**config.mk**
```make
export PLATFORM = sky130hd
export DESIGN_NAME = em_feeder
export DESIGN_NICKNAME = d
export VERILOG_FILES = /design/src/rtl/em_pkg.sv /design/src/rtl/em_skid_fifo.sv /design/src/rtl/em_feeder.sv
export SDC_FILE = /design/constraint.sdc
export NUM_CORES = 1
export LEC_CHECK = 0
export CAP_MARGIN = 5
export CELL_PAD_IN_SITES_DETAIL_PLACEMENT = 0
export CELL_PAD_IN_SITES_GLOBAL_PLACEMENT = 1
export CORE_AREA = 2 2 456 458
export DETAILED_ROUTE_END_ITERATION = 8
export DIE_AREA = 0 0 458 460
export GPL_TIMING_DRIVEN = 0
export PLACE_DENSITY = 0.56
export SYNTH_ARGS = -nofsm -noshare
export SYNTH_HDL_FRONTEND = slang
export SYNTH_SLANG_ARGS = --single-unit
```
**constraint.sdc**
```tcl
create_clock -name clk_i -period 16.4 [get_ports clk_i]
set_input_delay 3.28 -clock clk_i [delete_from_list [all_inputs] [get_ports clk_i]]
set_output_delay 3.28 -clock clk_i [all_outputs]
set_load 0.005 [all_outputs]
```
**src/rtl/em_pkg.sv**
```systemverilog
// Shared constants and FSM encoding for the energy-monitor feeder and its monitor.
package em_pkg;

    localparam int unsigned EM_NUM_ROWS = 256;
    localparam int unsigned EM_ROW_W    = 256;
    localparam int unsigned EM_CFG_W    = 32;
    localparam int unsigned EM_ENERGY_W = 32;

    typedef logic [2:0] em_state_t;

    localparam em_state_t StIdle   = 3'd0;
    localparam em_state_t StCfg    = 3'd1;
    localparam em_state_t StSpin   = 3'd2;
    localparam em_state_t StStream = 3'd3;
    localparam em_state_t StWaitE  = 3'd4;

endpackage

```
**src/rtl/em_skid_fifo.sv**
```systemverilog
// Two-entry FIFO that buffers weight rows between the memory read port and the stream.
module em_skid_fifo #(
    parameter int unsigned WIDTH = 256
) (
    input  logic             clk_i,
    input  logic             rst_i,
    input  logic             flush_i,
    input  logic             push_i,
    input  logic             pop_i,
    input  logic [WIDTH-1:0] data_i,
    output logic [WIDTH-1:0] data_o,
    output logic             full_o,
    output logic             empty_o,
    output logic [1:0]       count_o
);

    logic [WIDTH-1:0] mem_q [2];
    logic             wr_ptr_q;
    logic             rd_ptr_q;
    logic [1:0]       count_q;
    logic             do_push;
    logic             do_pop;

    assign empty_o = (count_q == 2'd0);
    assign full_o  = (count_q == 2'd2);
    assign count_o = count_q;
    assign data_o  = mem_q[rd_ptr_q];

    // A push into a full FIFO is accepted only when the head leaves in the same cycle.
    assign do_pop  = pop_i && !empty_o;
    assign do_push = push_i && (!full_o || do_pop);

    always_ff @(posedge clk_i) begin
        if (rst_i) begin
            mem_q[0] <= '0;
            mem_q[1] <= '0;
            wr_ptr_q <= 1'b0;
            rd_ptr_q <= 1'b0;
            count_q  <= 2'd0;
        end else if (flush_i) begin
            wr_ptr_q <= 1'b0;
            rd_ptr_q <= 1'b0;
            count_q  <= 2'd0;
        end else begin
            if (do_push) begin
                mem_q[wr_ptr_q] <= data_i;
                wr_ptr_q        <= ~wr_ptr_q;
            end
            if (do_pop) begin
                rd_ptr_q <= ~rd_ptr_q;
            end
            count_q <= count_q + {1'b0, do_push} - {1'b0, do_pop};
        end
    end

endmodule

```
**src/rtl/em_feeder.sv**
```systemverilog
// Feeds one job (config word, spin vector, NUM_ROWS weight rows) to the energy monitor
// and latches the energy it returns.
module em_feeder
    import em_pkg::*;
#(
    parameter int unsigned NUM_ROWS = EM_NUM_ROWS,
    parameter int unsigned ROW_W    = EM_ROW_W,
    parameter int unsigned CFG_W    = EM_CFG_W,
    parameter int unsigned ENERGY_W = EM_ENERGY_W
) (
    input  logic                        clk_i,
    input  logic                        rst_i,
    input  logic                        en_i,
    input  logic                        start_i,
    input  logic [CFG_W-1:0]            cfg_i,
    input  logic [ROW_W-1:0]            spin_i,
    output logic                        busy_o,
    output logic                        done_o,
    output logic                        config_valid_o,
    input  logic                        config_ready_i,
    output logic [CFG_W-1:0]            config_o,
    output logic                        spin_valid_o,
    input  logic                        spin_ready_i,
    output logic [ROW_W-1:0]            spin_o,
    output logic                        weight_valid_o,
    input  logic                        weight_ready_i,
    output logic [ROW_W-1:0]            weight_o,
    output logic                        mem_req_o,
    output logic [$clog2(NUM_ROWS)-1:0] mem_addr_o,
    input  logic [ROW_W-1:0]            mem_rdata_i,
    input  logic                        energy_valid_i,
    output logic                        energy_ready_o,
    input  logic [ENERGY_W-1:0]         energy_i,
    output logic [ENERGY_W-1:0]         energy_o
);

    localparam int unsigned ADDR_W = $clog2(NUM_ROWS);
    localparam int unsigned CNT_W  = $clog2(NUM_ROWS + 1);
    localparam logic [CNT_W-1:0] ROWS     = CNT_W'(NUM_ROWS);
    localparam logic [CNT_W-1:0] LAST_ROW = CNT_W'(NUM_ROWS - 1);

    em_state_t            state_q, state_d;
    logic [CFG_W-1:0]     cfg_q;
    logic [ROW_W-1:0]     spin_q;
    logic [ENERGY_W-1:0]  energy_q;
    logic [CNT_W-1:0]     req_cnt_q;
    logic [CNT_W-1:0]     beat_cnt_q;
    logic                 inflight_q;
    logic                 done_q;

    logic                 in_stream;
    logic                 spin_fire;
    logic                 energy_fire;
    logic                 last_beat;
    logic                 credit;
    logic                 fifo_push;
    logic                 fifo_pop;
    logic                 fifo_full;
    logic                 fifo_empty;
    logic [1:0]           fifo_count;
    logic [ROW_W-1:0]     fifo_data;

    // Outputs are gated by en_i so nothing can handshake in the cycle a job is aborted.
    assign in_stream      = en_i && (state_q == StStream);
    assign config_valid_o = en_i && (state_q == StCfg);
    assign spin_valid_o   = en_i && (state_q == StSpin);
    assign energy_ready_o = en_i && (state_q == StWaitE);
    assign weight_valid_o = in_stream && !fifo_empty;
    assign config_o       = cfg_q;
    assign spin_o         = spin_q;
    assign weight_o       = fifo_data;
    assign energy_o       = energy_q;
    assign busy_o         = (state_q != StIdle);
    assign done_o         = done_q;

    assign spin_fire   = spin_valid_o && spin_ready_i;
    assign energy_fire = energy_ready_o && energy_valid_i;
    assign fifo_pop    = weight_valid_o && weight_ready_i;
    assign fifo_push   = in_stream && inflight_q;
    assign last_beat   = fifo_pop && (beat_cnt_q == LAST_ROW);

    // FIFO entries plus the read in flight must stay below two; a same-cycle pop frees a slot.
    always_comb begin
        credit = 1'b0;
        if (fifo_full) begin
            credit = fifo_pop && !inflight_q;
        end else begin
            credit = (fifo_count == 2'd0) || !inflight_q || fifo_pop;
        end
    end

    assign mem_req_o  = in_stream && (req_cnt_q < ROWS) && credit;
    assign mem_addr_o = req_cnt_q[ADDR_W-1:0];

    always_comb begin
        state_d = state_q;
        case (state_q)
            StIdle:   if (start_i)        state_d = StCfg;
            StCfg:    if (config_ready_i) state_d = StSpin;
            StSpin:   if (spin_ready_i)   state_d = StStream;
            StStream: if (last_beat)      state_d = StWaitE;
            StWaitE:  if (energy_valid_i) state_d = StIdle;
            default:                      state_d = StIdle;
        endcase
        if (!en_i) begin
            state_d = StIdle;
        end
    end

    always_ff @(posedge clk_i) begin
        if (rst_i) begin
            state_q    <= StIdle;
            cfg_q      <= '0;
            spin_q     <= '0;
            energy_q   <= '0;
            req_cnt_q  <= '0;
            beat_cnt_q <= '0;
            inflight_q <= 1'b0;
            done_q     <= 1'b0;
        end else begin
            state_q    <= state_d;
            done_q     <= energy_fire;
            inflight_q <= mem_req_o;
            if ((state_q == StIdle) && start_i && en_i) begin
                cfg_q  <= cfg_i;
                spin_q <= spin_i;
            end
            if (!en_i || spin_fire) begin
                req_cnt_q  <= '0;
                beat_cnt_q <= '0;
            end else begin
                if (mem_req_o) req_cnt_q  <= req_cnt_q + 1'b1;
                if (fifo_pop)  beat_cnt_q <= beat_cnt_q + 1'b1;
            end
            if (energy_fire) begin
                energy_q <= energy_i;
            end
        end
    end

    em_skid_fifo #(
        .WIDTH (ROW_W)
    ) u_fifo (
        .clk_i   (clk_i),
        .rst_i   (rst_i),
        .flush_i (!en_i),
        .push_i  (fifo_push),
        .pop_i   (fifo_pop),
        .data_i  (mem_rdata_i),
        .data_o  (fifo_data),
        .full_o  (fifo_full),
        .empty_o (fifo_empty),
        .count_o (fifo_count)
    );

endmodule

```
==> results by group, run 1 <==
Layout
  – Fraction of layout cells with a size suffix above 1: 11.8%
  – Commonest non-fill, non-tap cell in the layout: clkdlybuf4s50_1
  – Most frequent cells in the layout: clkdlybuf4s50_1 (1174), nand2_1 (655), and2_1 (514)
  – FILL cells: 21800
  – Final nets: 4823
  – Area delta synth->final: 55.6%
  – Final instance area: 53200 um^2

Timing
  – Final Skew: 0.0565 ns
  – Max Fclk: 0.111 GHz
  – RSZ-0062 raised after global routing: no
  – Rel. slew slack: 18.9%
  – Post-layout min period: 9.03 ns
  – Final period util: 55.1%
  – Worst-Margin Slew: 1.21 ns
  – Final setup viols: 0
  – Final setup TNS: 0 ns
  – Final Max Tran Viols: 0
  – Final hold vios: 0

Pwr
  – Total power: 0.00527 W
  – P_leak: 18.9 nW
  – VDD IR max: 0.0837 mV
  – PwrDens: 99.0 nW/um^2

Clock network
  – CTS tree: built
  – Post-CTS Hold Buffers: 0
  – Clk sinks: 860
  – Post-CTS sizing: 0
  – Longest Clk Path Bufs: 3
  – CTS H-tree lvls: 3
  – Post-CTS setup buffer count: 0
  – Clock slew at reported path FFs: 0.06 ns
  – Root buf cell: clkbuf_16
  – TritonCTS Buffers: 107
  – Skew-Pair Late Insertion Delay: 0.76 ns

Setup path
  – Cell mode on critical path: clkdlybuf4s50_1
  – Worst path top cell family by delay: buffers and inverters
  – CP Launch Type: primary input
  – Category of the most critical setup path: primary input to primary output
  – Reg2reg setup slack: 13.06 ns
  – Crit. End Element: primary output
  – Worst-path cell chain: clkdlybuf4s50_1 > nand4b_1 > or3_1 > clkbuf_2 > buf_6 > nor2_1 > clkdlybuf4s50_1
  – Critical path depth: 7
  – Critical path data required time: 13.12 ns
  – Crit-path max cell delay: 0.79 ns
  – Reg2Reg Depth: 8
  – Worst Path Max Fanout: 10
  – Crit path arrival time: 5.75 ns
  – WP buf/inv: 4
  – CP max-delay cell: clkdlybuf4s50_1

Run status
  – Status: finished, final reports clean

Run
  – Max Cap Violations: 0

Drt
  – Vias post-DR: 27100
  – Via-per-instance ratio: 3.86
  – DR iter-0 viols: 1449
  – Residual DRC count: 0
  – Final ANT Viol Nets: 0
  – TritonRoute pass-1 iters: 5
  – Routed wire length: 183000 um
  – WL per Instance: 26.0 um

Synthesis
  – Synth Flop Type: edfxtp_1
  – Seq cells post-synth: 860
  – Seq/Total Area, Yosys: 65.3%
  – Yosys top cell by area: edfxtp_1
  – Yosys cell types: 49
  – Synth Warn #: 0
  – Post-Syn Nets: 3525
  – Post-synthesis async set-or-reset flop share: 0%
  – Mapped Area: 34200 um^2
  – Post-synth top area share: 44.9%
  – Mapped Cells: 2936
  – Mean post-synth cell area: 11.7 um^2
  – Number of synthesized flops with an enable pin: 512
  – Synth top area cells: edfxtp_1 (45%), dfxtp_1 (20%), and2_1 (9.4%)

Hold path
  – Worst Hold Depth: 2
  – Hold Path Class: register to register

Floorplanning
  – Ports: 1175
  – Core area: 206000 um^2
  – Die X: 458 um
  – Initial Util: 16.6%
  – Die area: 211000 um^2
  – Die height: 460 um
  – FP Rows: 167

Global routing
  – Antenna violations before repair: 54
  – Largest net degree at the start of global routing: 59
  – First-pass GRT wire length: 240000 um
  – Total grt overflow: 0
  – Vias in the first global route: 27600
  – Gr usage total: 16.8%

Placed design
  – # port buffers: 1174
  – Placed Area: 49700 um^2
  – HPWL Detailed: 150000 um
  – Placer Congestion: 0.861
## cell families after synthesis
family                   share of synthesized area [%]
adder cells (fa/ha/maj)                          0.183
AND/OR/NAND/NOR                                   17.8
XOR/XNOR                                         0.154
buffers and inverters                             2.75
AO/OA/AOI/OAI                                     5.38
flip-flops                                        65.3
multiplexers                                      8.46
## routing by layer
metal | wire length (um) | GRT usage (%)
met1 | 59100 | 15.5
met2 | 97400 | 31.7
met3 | 18100 | 7.15
met4 | 8330 | 7.38
met5 | 188 | 0
## power by group
| part | switching (W) | internal [W] | total (W) |
|---|---|---|---|
| clock network | 0.00101 | 0.00137 | 0.00238 |
| registers | 0.0000297 | 0.00236 | 0.00239 |
| logic | 0.000235 | 0.000262 | 0.000498 |
## flip-flops by register name, summed over array words and instances (netlist names), named ones only
name / cells
beat_cnt_q: 9
config_o: 32
done_o: 1
energy_o: 32
inflight_q: 1
req_cnt_q: 9
spin_o: 256
state_q: 3
u_fifo.count_o: 2
u_fifo.mem_q: 512
u_fifo.rd_ptr_q: 1
u_fifo.wr_ptr_q: 1
## worst register-to-register path, stage by stage, from the launching register on
cell and delay [ns]:
dfxtp_1 0.33, buf_4 0.16, and4b_2 0.28, nand3b_2 0.20, inv_1 0.16, a21o_4 0.64
buf_16 0.40, buf_16 0.37, buf_16 0.33
## Yosys cell counts, drive strengths merged (2+ instances only)
cell type,instances
mux2,256
nand4,2
nand3,10
nand2b,3
and2,514
o31ai,10
or2,2
a21oi,333
edfxtp,512
dfxtp,348
nand2,655
nor3,4
and3,4
clkbuf,135
or4,10
nor2b,2
a2111oi,2
xor2,2
and4bb,2
nor3b,2
ha,5
xnor2,4
buf,72
inv,9
o21ai,3
or3,3
nor2,17
## final timing paths
path	start	endpoint
worst min-delay path	energy_o[12]	energy_o[12]
worst max register to register	state_q[0]	u_fifo.mem_q[1][207]
worst min register to register	energy_o[12]	energy_o[12]
worst max-delay path	en_i	mem_req_o
## through the flow
| step | worst slack, ns | utilization, % | cells | hold slack, ns |
|---|---|---|---|---|
| after floorplan | 0.0291 | - | 2936 | 0.435 |
| after global placement | -10.84 | 24.0 | 6814 | 0.443 |
| after detailed placement | 7.35 | 24.1 | 6829 | 0.447 |
| after CTS | 7.34 | 25.8 | 7020 | 0.453 |
| after global routing | 7.23 | 25.8 | 7025 | 0.466 |
| final | 7.37 | 25.8 | 7036 | 0.451 |
## layout make-up
class                           count  area (um^2)  area share, %
Multi-Input combinational cell   1859        10900           20.6
Clock inverter                     47          577           1.08
Tap cell                         2704         3380           6.36
Timing Repair Buffer             1189        12100           22.7
Buffer                            207          905           1.70
Antenna cell                       16         40.0         0.0752
Sequential cell                   860        22300           42.0
Inverter                           10         37.5         0.0705
Clock buffer                      144         2910           5.46
(Power assumes the default switching activity.)
==> inputs of run 2 (changes only) <==
- CORE_AREA: 2 2 456 458 -> 2 2 463 465
- DIE_AREA: 0 0 458 460 -> 0 0 465 467
- PLACE_DENSITY: 0.56 -> 0.53
- clock period: 16.4 -> 8.4 ns (I/O delays scaled with it)
==> run 2 against run 1 <==
Sequential power increased by 95%. Critical path type unchanged. Cell area increased by 0.28%. Highest routed layer unchanged. Worst hold slack improved by 0.0011 ns. Cell count increased by 1.9%. Via count increased by 0.18%. Global-route usage decreased by 1.2 points.
==> results by group, run 2 (synthesis results as in run 1) <==
Run status
  – Status: finished, final reports clean

Drt
  – TritonRoute pass-1 iters: 5
  – DR iter-0 viols: 1350
  – Routed wire length: 176000 um
  – WL per Instance: 24.5 um
  – Residual DRC count: 0
  – Vias post-DR: 27200
  – Final ANT Viol Nets: 0
  – Via-per-instance ratio: 3.79

Hold path
  – Worst Hold Depth: 2
  – Hold Path Class: register to register
  – Hold Crit Start: spin_o[128]
  – Hold endpoint: spin_o[128]

Floorplanning
  – Die X: 465 um
  – Core area: 212000 um^2
  – Die area: 217000 um^2
  – Ports: 1175
  – FP Rows: 169
  – Die height: 467 um
  – Initial Util: 16.2%

Timing
  – Final setup viols: 0
  – Max Fclk: 0.175 GHz
  – RSZ-0062 raised after global routing: no
  – Final hold vios: 0
  – Final Skew: 0.0639 ns
  – Worst-Margin Slew: 1.17 ns
  – Post-layout min period: 5.70 ns
  – Final period util: 67.9%
  – Worst Hold Slack: 0.452 ns
  – Final Max Tran Viols: 0
  – Rel. slew slack: 22.3%

Global routing
  – First-pass GRT wire length: 234000 um
  – Gr usage total: 15.6%
  – Met2 usage: 29.5%
  – Vias in the first global route: 27700
  – Gr busiest metal: met2
  – Grt met3 use: 6.39%
  – Antenna violations before repair: 82
  – Largest net degree at the start of global routing: 57
  – Total grt overflow: 0
  – Met1 usage in global routing: 15.0%

Setup path
  – CP Launch Type: primary input
  – Category of the most critical setup path: primary input to primary output
  – Worst Path Max Fanout: 10
  – CP max-delay cell: clkdlybuf4s50_1
  – WP buf/inv: 4
  – Crit. End Element: primary output
  – Cell mode on critical path: clkdlybuf4s50_1
  – Worst-path cell chain: clkdlybuf4s50_1 > nand4b_1 > or3_1 > clkbuf_2 > buf_6 > nor2_1 > clkdlybuf4s50_1
  – Reg2Reg Depth: 13
  – Crit-path max cell delay: 0.61 ns
  – Critical path data required time: 6.72 ns
  – Reg-to-reg startpoint: state_q[1]
  – Worst R2R End: u_fifo.mem_q[0][200]
  – Reg2reg setup slack: 4.50 ns
  – Crit path arrival time: 4.02 ns
  – Worst path top cell family by delay: buffers and inverters

Placed design
  – HPWL Detailed: 143000 um
  – DP Cell Count: 6949
  – # port buffers: 1174
  – Placer Congestion: 0.831
  – Placed Area: 49900 um^2

Pwr
  – Seq pwr share: 46.1%
  – NetSw: 0.00243 W
  – P_leak: 18.8 nW
  – PwrDens: 189 nW/um^2
  – Clock power frac: 44.5%
  – Pint: 0.00767 W
  – Total power: 0.0101 W
  – Sw Ratio: 24.1%
  – Combinational Power Share: 9.4%
  – VDD IR max: 0.158 mV

Layout
  – Register Area: 22300 um^2
  – Final Non-Filler Cells: 7168
  – FILL cells: 22500
  – Area delta synth->final: 56.0%
  – Final instance area: 53400 um^2
  – Max reg flops: 512
  – Most frequent cells in the layout: clkdlybuf4s50_1 (1174), nand2_1 (655), and2_1 (514)
  – Final nets: 4824
  – Multi-input logic area: 10900 um^2
  – Commonest non-fill, non-tap cell in the layout: clkdlybuf4s50_1
  – Fraction of layout cells with a size suffix above 1: 12.0%
  – Reg with most FFs: u_fifo.mem_q
  – Post-layout util: 25.2%

Clock network
  – Post-CTS sizing: 0
  – TritonCTS Buffers: 105
  – Longest Clk Path Bufs: 3
  – Skew-Pair Late Insertion Delay: 0.76 ns
  – Root buf cell: clkbuf_16
  – Clk sinks: 860
  – Post-CTS Hold Buffers: 0
  – CTS tree: built
  – Post-CTS setup buffer count: 0
  – Clock slew at reported path FFs: 0.06 ns
  – CTS H-tree lvls: 3

Run
  – Max Cap Violations: 0
run 2: worst register-to-register path, stage by stage (launching register included):
cell and delay, ns:
dfxtp_1 0.30, buf_2 0.18, and4b_2 0.29, nand3b_2 0.19, o21bai_4 0.70, buf_16 0.25
buf_16 0.17, buf_12 0.20, buf_12 0.22, buf_12 0.23, buf_12 0.22, buf_16 0.19
buf_12 0.20, buf_12 0.23
run 2: worst max-delay path by stage:
stage | startpoint | to | slack [ns] | cells after the start
4_1_cts | register | weight_o[157] | 2.26 | 4
3_3_place_gp | rst_i | u_fifo.mem_q[1][172] | -6.82 | 4
3_5_place_dp | rst_i | u_fifo.mem_q[0][178] | 1.87 | 14
6_report | en_i | mem_req_o | 2.70 | 7
2_1_floorplan | en_i | u_fifo.mem_q[1][0] | 0.42 | 4
5_1_grt | register | weight_o[161] | 2.31 | 4
run 2: area by class of cell:
type	instances	area share [%]
Buffer	207	1.70
Inverter	10	0.0703
Clock buffer	151	5.56
Tap cell	2821	6.61
Antenna cell	25	0.117
Timing Repair Buffer	1192	22.8
Sequential cell	860	41.9
Multi-Input combinational cell	1859	20.5
Clock inverter	43	0.774
run 2: per-stage QoR:
stage | setup TNS, ns | setup WS (ns)
6_report | 0 | 2.70
3_3_place_gp | -2254.10 | -6.82
4_1_cts | 0 | 2.26
2_1_floorplan | 0 | 0.415
5_1_grt | 0 | 2.31
3_5_place_dp | 0 | 1.87
run 2: power groups by stage:
stage	combinational [W]	sequential [W]	clock, W
2_1_floorplan	0.000225	0.00476	0
3_3_place_gp	0.000947	0.00479	0
3_5_place_dp	0.000972	0.00475	0
4_1_cts	0.000978	0.00466	0.00465
5_1_grt	0.00102	0.00467	0.00479
6_report	0.000947	0.00466	0.00449
run 2: per-layer routing:
metal  part of all wire, %  wire, um
met1                    33     58800
met2                    53     93700
met3                   9.4     16600
met4                   3.6      6390
met5                  0.26       460
==> RTL edit 1 (settings of run 2) <==
The package constant `EM_ENERGY_W` goes from 32 to 40.
--- a/src/rtl/em_pkg.sv
+++ b/src/rtl/em_pkg.sv
@@ -6,3 +6,3 @@
     localparam int unsigned EM_CFG_W    = 32;
-    localparam int unsigned EM_ENERGY_W = 32;
+    localparam int unsigned EM_ENERGY_W = 40;
 
Ports: changed (resized energy_i and energy_o); port bits go from 1175 to 1191. The function was not compared with the original's and may differ.
==> RTL edit 1 against run 2 <==
Synthesized cell count grew 1.2%. Sequential cell count grew 8. Worst setup slack lost 76 ps. Wire length grew 1.8%. Design area grew 0.82%. Power grew 1.2%. Worst hold slack is essentially flat. Area after synthesis grew 0.80%. Clock power grew 2%. Critical path type unchanged.
==> RTL edit 1: results (changes against run 2) <==
| Metric | Value |
|---|---|
| FF-to-FF End | u_fifo.mem_q[1][184] |
| Clock Skew | 41.65 ps (-22.27 ps) |
| WL/cell | 24.82 um (+1.1%) |
| Distinct cells, synth | 48 (-2.0%) |
| Tmin final | 5777 ps (+75.96 ps) |
| R2R depth | 8 (-5) |
| Post-layout nets | 4885 (+1.3%) |
| Static leakage | 18.99 nW (+0.79%) |
| Synth Area in Adders | 0.1814% (-0.0015 points) |
| Layout cells sized above 1 | 11.91% (-0.048 points) |
| Initial antenna violation count | 79 (-3.7%) |
| # fillers | 22450 (-0.022%) |
| DR iter-0 viols | 1281 (-5.1%) |
| Vias in the first global route | 27940 (+0.89%) |
| FF-to-FF Start | state_q[0] |
| R2r setup slk | 5330 ps (+830 ps) |
| Synth cell count leaders | 671 x nand2_1, 514 x and2_1, 512 x edfxtp_1 |
| Avg Cell Area, Syn | 11.61 sq um (-0.39%) |
| Status | complete, no violations |
| Cts bufs inserted | 108 (+2.9%) |
| DP HPWL | 146400 um (+2.3%) |
| Top cells by area, synth | edfxtp_1 45%, dfxtp_1 21%, and2_1 9.3% |
| Setup WS pre-CTS | 2445 ps (+576.6 ps) |
| First-pass GRT wire length | 236600 um (+1.3%) |
| Total GRT Usage | 15.86% (+0.25 points) |
| Routability Congestion | 0.8681 (+4.4%) |
| Drt via density | 3.778 (-0.39%) |
| Register area share after synthesis | 65.25% (about the same) |
| Compound-Gate Fraction of Synth Area | 5.450% (+0.073 points) |
| Mux contribution to synthesized area | 8.389% (-0.067 points) |
| Worst Hold Launch | spin_o[72] |
| Power Total | 10.22 mW (+1.2%) |
| Worst hold endpoint | spin_o[72] |
| Psw | 2.472 mW (+1.7%) |
| VDD IR-drop max | 0.0001483 V (-6.2%) |
| Placed cell area | 50340 sq um (+0.81%) |
| Via count | 27260 (+0.28%) |
==> RTL edit 1: worst max-delay path, cell delays in order <==
cell and delay, ps:
clkdlybuf4s50_1 700, nand4b_1 170, or3_1 360, clkbuf_2 160, buf_6 160, nor2_1 240
clkdlybuf4s50_1 610
==> RTL edit 1: metal layers <==
| layer | GRT usage [%] | part of all wire (%) | vias to the layer above |
|---|---|---|---|
| met5 | 0 | 0.22 | - |
| met4 | 6.080 | 3.8 | 64 |
| met3 | 6.744 | 9.6 | 285 |
| met2 | 28.88 | 51 | 1014 |
| met1 | 15.89 | 35 | 13130 |
| li1 | - | - | 12780 |
==> RTL edit 1: area by class of cell <==
class,instances,area [sq um],share of cell area (%)
buffer,210,919.6,1.709
antenna,22,55.05,0.1023
tap,2821,3530,6.559
multi-input combinational,1883,11050,20.53
inverter,10,37.54,0.06975
clock buffer,146,2965,5.510
clock inverter,49,454.2,0.8440
timing repair buffer,1207,12300,22.86
sequential,868,22500,41.81
==> RTL edit 2 (settings of run 2) <==
Made on the original files. Register the inputs `cfg_i` and `config_ready_i` before use, with the module's reset. The logic sees them one clock later. The other inputs are not delayed to match.
--- a/src/rtl/em_feeder.sv
+++ b/src/rtl/em_feeder.sv
@@ -40,2 +40,15 @@
     localparam logic [CNT_W-1:0] LAST_ROW = CNT_W'(NUM_ROWS - 1);
+
+    logic [CFG_W-1:0] cfg_r;
+    logic config_ready_q;
+
+    always_ff @(posedge clk_i) begin
+        if (rst_i) begin
+            cfg_r          <= '0;
+            config_ready_q <= '0;
+        end else begin
+            cfg_r          <= cfg_i;
+            config_ready_q <= config_ready_i;
+        end
+    end
 
@@ -98,3 +111,3 @@
             StIdle:   if (start_i)        state_d = StCfg;
-            StCfg:    if (config_ready_i) state_d = StSpin;
+            StCfg:    if (config_ready_q) state_d = StSpin;
             StSpin:   if (spin_ready_i)   state_d = StStream;
@@ -124,3 +137,3 @@
             if ((state_q == StIdle) && start_i && en_i) begin
-                cfg_q  <= cfg_i;
+                cfg_q  <= cfg_r;
                 spin_q <= spin_i;
Function: not settled (the Yosys comparison gave no result); the edit may change what the design does.
==> RTL edit 2 against run 2 <==
Worst setup slack improved by 240 ps. Design area is 1.7% higher. Sequential cell count rose by 33. First-iteration DRC count decreased by 13%. Wire length down 1.5%. Power rose by 3.3%. Die area unchanged. Global-route usage shrank 0.27 points. Clock power rose by 4%. Critical path depth down 3. Area after synthesis rose by 2.5%. Critical endpoint is now weight_o[117]. Largest cell class unchanged. Highest routed layer unchanged.
==> RTL edit 2: results (changes against run 2) <==
| Metric | Value |
|---|---|
| FF-to-FF End | u_fifo.mem_q[0][147] |
| DRC Markers | 0 (unchanged) |
| FF-to-FF Start | state_q[1] |
| Htree depth | 3 (unchanged) |
| Worst hold endpoint | config_o[26] |
| Total GRT Usage | 15.34% (-0.27 points) |
| VDD IR-drop max | 0.0001619 V (+2.4%) |
| Ys async rst share | 0% (unchanged) |
| Top cells by area, synth | edfxtp_1 44%, dfxtp_1 22%, and2_1 9.2% |
| Synth cell count leaders | 653 x nand2_1, 515 x and2_1, 512 x edfxtp_1 |
| Worst Hold Class | reg2reg |
| Worst Hold Launch | cfg_r[26] |
| Vias in the first global route | 28170 (+1.7%) |
| Finished Layout Cells | 7225 (+0.80%) |
| Port bufs | 1173 (-0.085%) |
| Number of flip-flops in the largest register | 512 (unchanged) |
| Cts bufs inserted | 110 (+4.8%) |
| Clock Skew | 49.49 ps (-14.43 ps) |
| DR iter-0 viols | 1177 (-13%) |
| Post-layout nets | 4890 (+1.4%) |
| Placed cell area | 50760 sq um (+1.7%) |
| Total wire length | 173300 um (-1.5%) |
| Initial antenna violation count | 51 (-38%) |
| Most used DFF post-synth | edfxtp_1 |
| Largest net degree at the start of global routing | 53 (-7.0%) |
| Slew HR | 20.10% (-2.2 points) |
| TritonRoute pass-1 iters | 5 (unchanged) |
| Net count after synthesis | 3587 (+1.8%) |
| Status | complete, no violations |
| Top-area cell type share of the netlist area | 43.86% (-1.1 points) |
| Register area share after synthesis | 65.62% (+0.32 points) |
| Critical Path AT | 3790 ps (-230 ps) |
| Placed instance count | 7010 (+0.88%) |
| First-pass GRT wire length | 231800 um (-0.74%) |
| R2R depth | 12 (-1) |
| Layout cells sized above 1 | 11.61% (-0.35 points) |
| Static leakage | 19.09 nW (+1.3%) |
| DP HPWL | 139400 um (-2.6%) |
| R2r setup slk | 4970 ps (+470 ps) |
| Largest register by flop count | u_fifo.mem_q |
| Gate Count Post-Synth | 2998 (+2.1%) |
| Via count | 27330 (+0.53%) |
| Routability Congestion | 0.8384 (+0.87%) |
| Worst-Skew Late Latency | 780 ps (+20 ps) |
| Distinct cells, synth | 50 (+2.0%) |
-- RTL edit 2: changes by cell type in the layout (fill, tap and decap cells not counted), moves of 4 or more --
cell / change
o31ai_1: -4
buf_1: +4
buf_2: -5
nor2b_1: +34
clkbuf_16: +7
clkbuf_8: -5
clkbuf_1: +11
dfxtp_1: +33
diode_2: -6
-- RTL edit 2: critical path, cell delays in order (launching register included) --
cell and delay [ps]:
dfxtp_1 420, clkbuf_1 740, clkbuf_1 810, mux2_2 420, clkdlybuf4s50_1 640
-- RTL edit 2: where the power goes --
part	internal [mW]	switching [mW]
clock network	2.65	2.01
logic	0.517	0.432
registers	4.77	0.0580
-- RTL edit 2: area by class of cell --
cell class | instances | area (sq um)
tap | 2821 | 3530
clock buffer | 159 | 3094
antenna | 19 | 47.55
timing repair buffer | 1191 | 12160
fill | 22450 | 157400
multi-input combinational | 1889 | 11140
inverter | 8 | 30.03
buffer | 208 | 895.9
clock inverter | 37 | 372.9
sequential | 893 | 23000
-- RTL edit 2: how the worst max path moves through the flow --
stage | endpoint | startpoint | slack [ps]
CTS | weight_o[150] | flip-flop | 2580
global placement | u_fifo.mem_q[1][147] | rst_i | -5430
floorplan | u_fifo.mem_q[1][0] | rst_i | 390
finish | weight_o[117] | flip-flop | 2930
global route | weight_o[117] | flip-flop | 2640
detailed placement | u_fifo.mem_q[0][151] | rst_i | 2570
-- RTL edit 2: cell families after synthesis --
family	Yosys count	share of synthesized area, %
xor+xnor	7	0.1749
flops	893	65.62
compound gates	354	5.187
simple gates	1265	17.91
buf+inv	216	2.641
fa+ha+maj	5	0.1785
mux	258	8.285
-- RTL edit 2: routing by layer --
layer	up-vias	wire (um)	GRT usage (%)
met5	-	234	0
met4	42	4309	4.152
met3	232	15380	5.857
met2	947	91880	29.07
met1	13290	61530	15.50
li1	12820	-	-
-- RTL edit 2: metrics by stage --
stage	TNS [ps]	total power, mW	hold WS [ps]	worst slack, ps
global placement	-1857400	5.900	422.3	-5433
global route	0	10.81	444.7	2640
floorplan	0	5.155	417.4	391.6
CTS	0	10.63	433.8	2582
finish	0	10.43	431.8	2934
detailed placement	0	5.891	425.0	2568
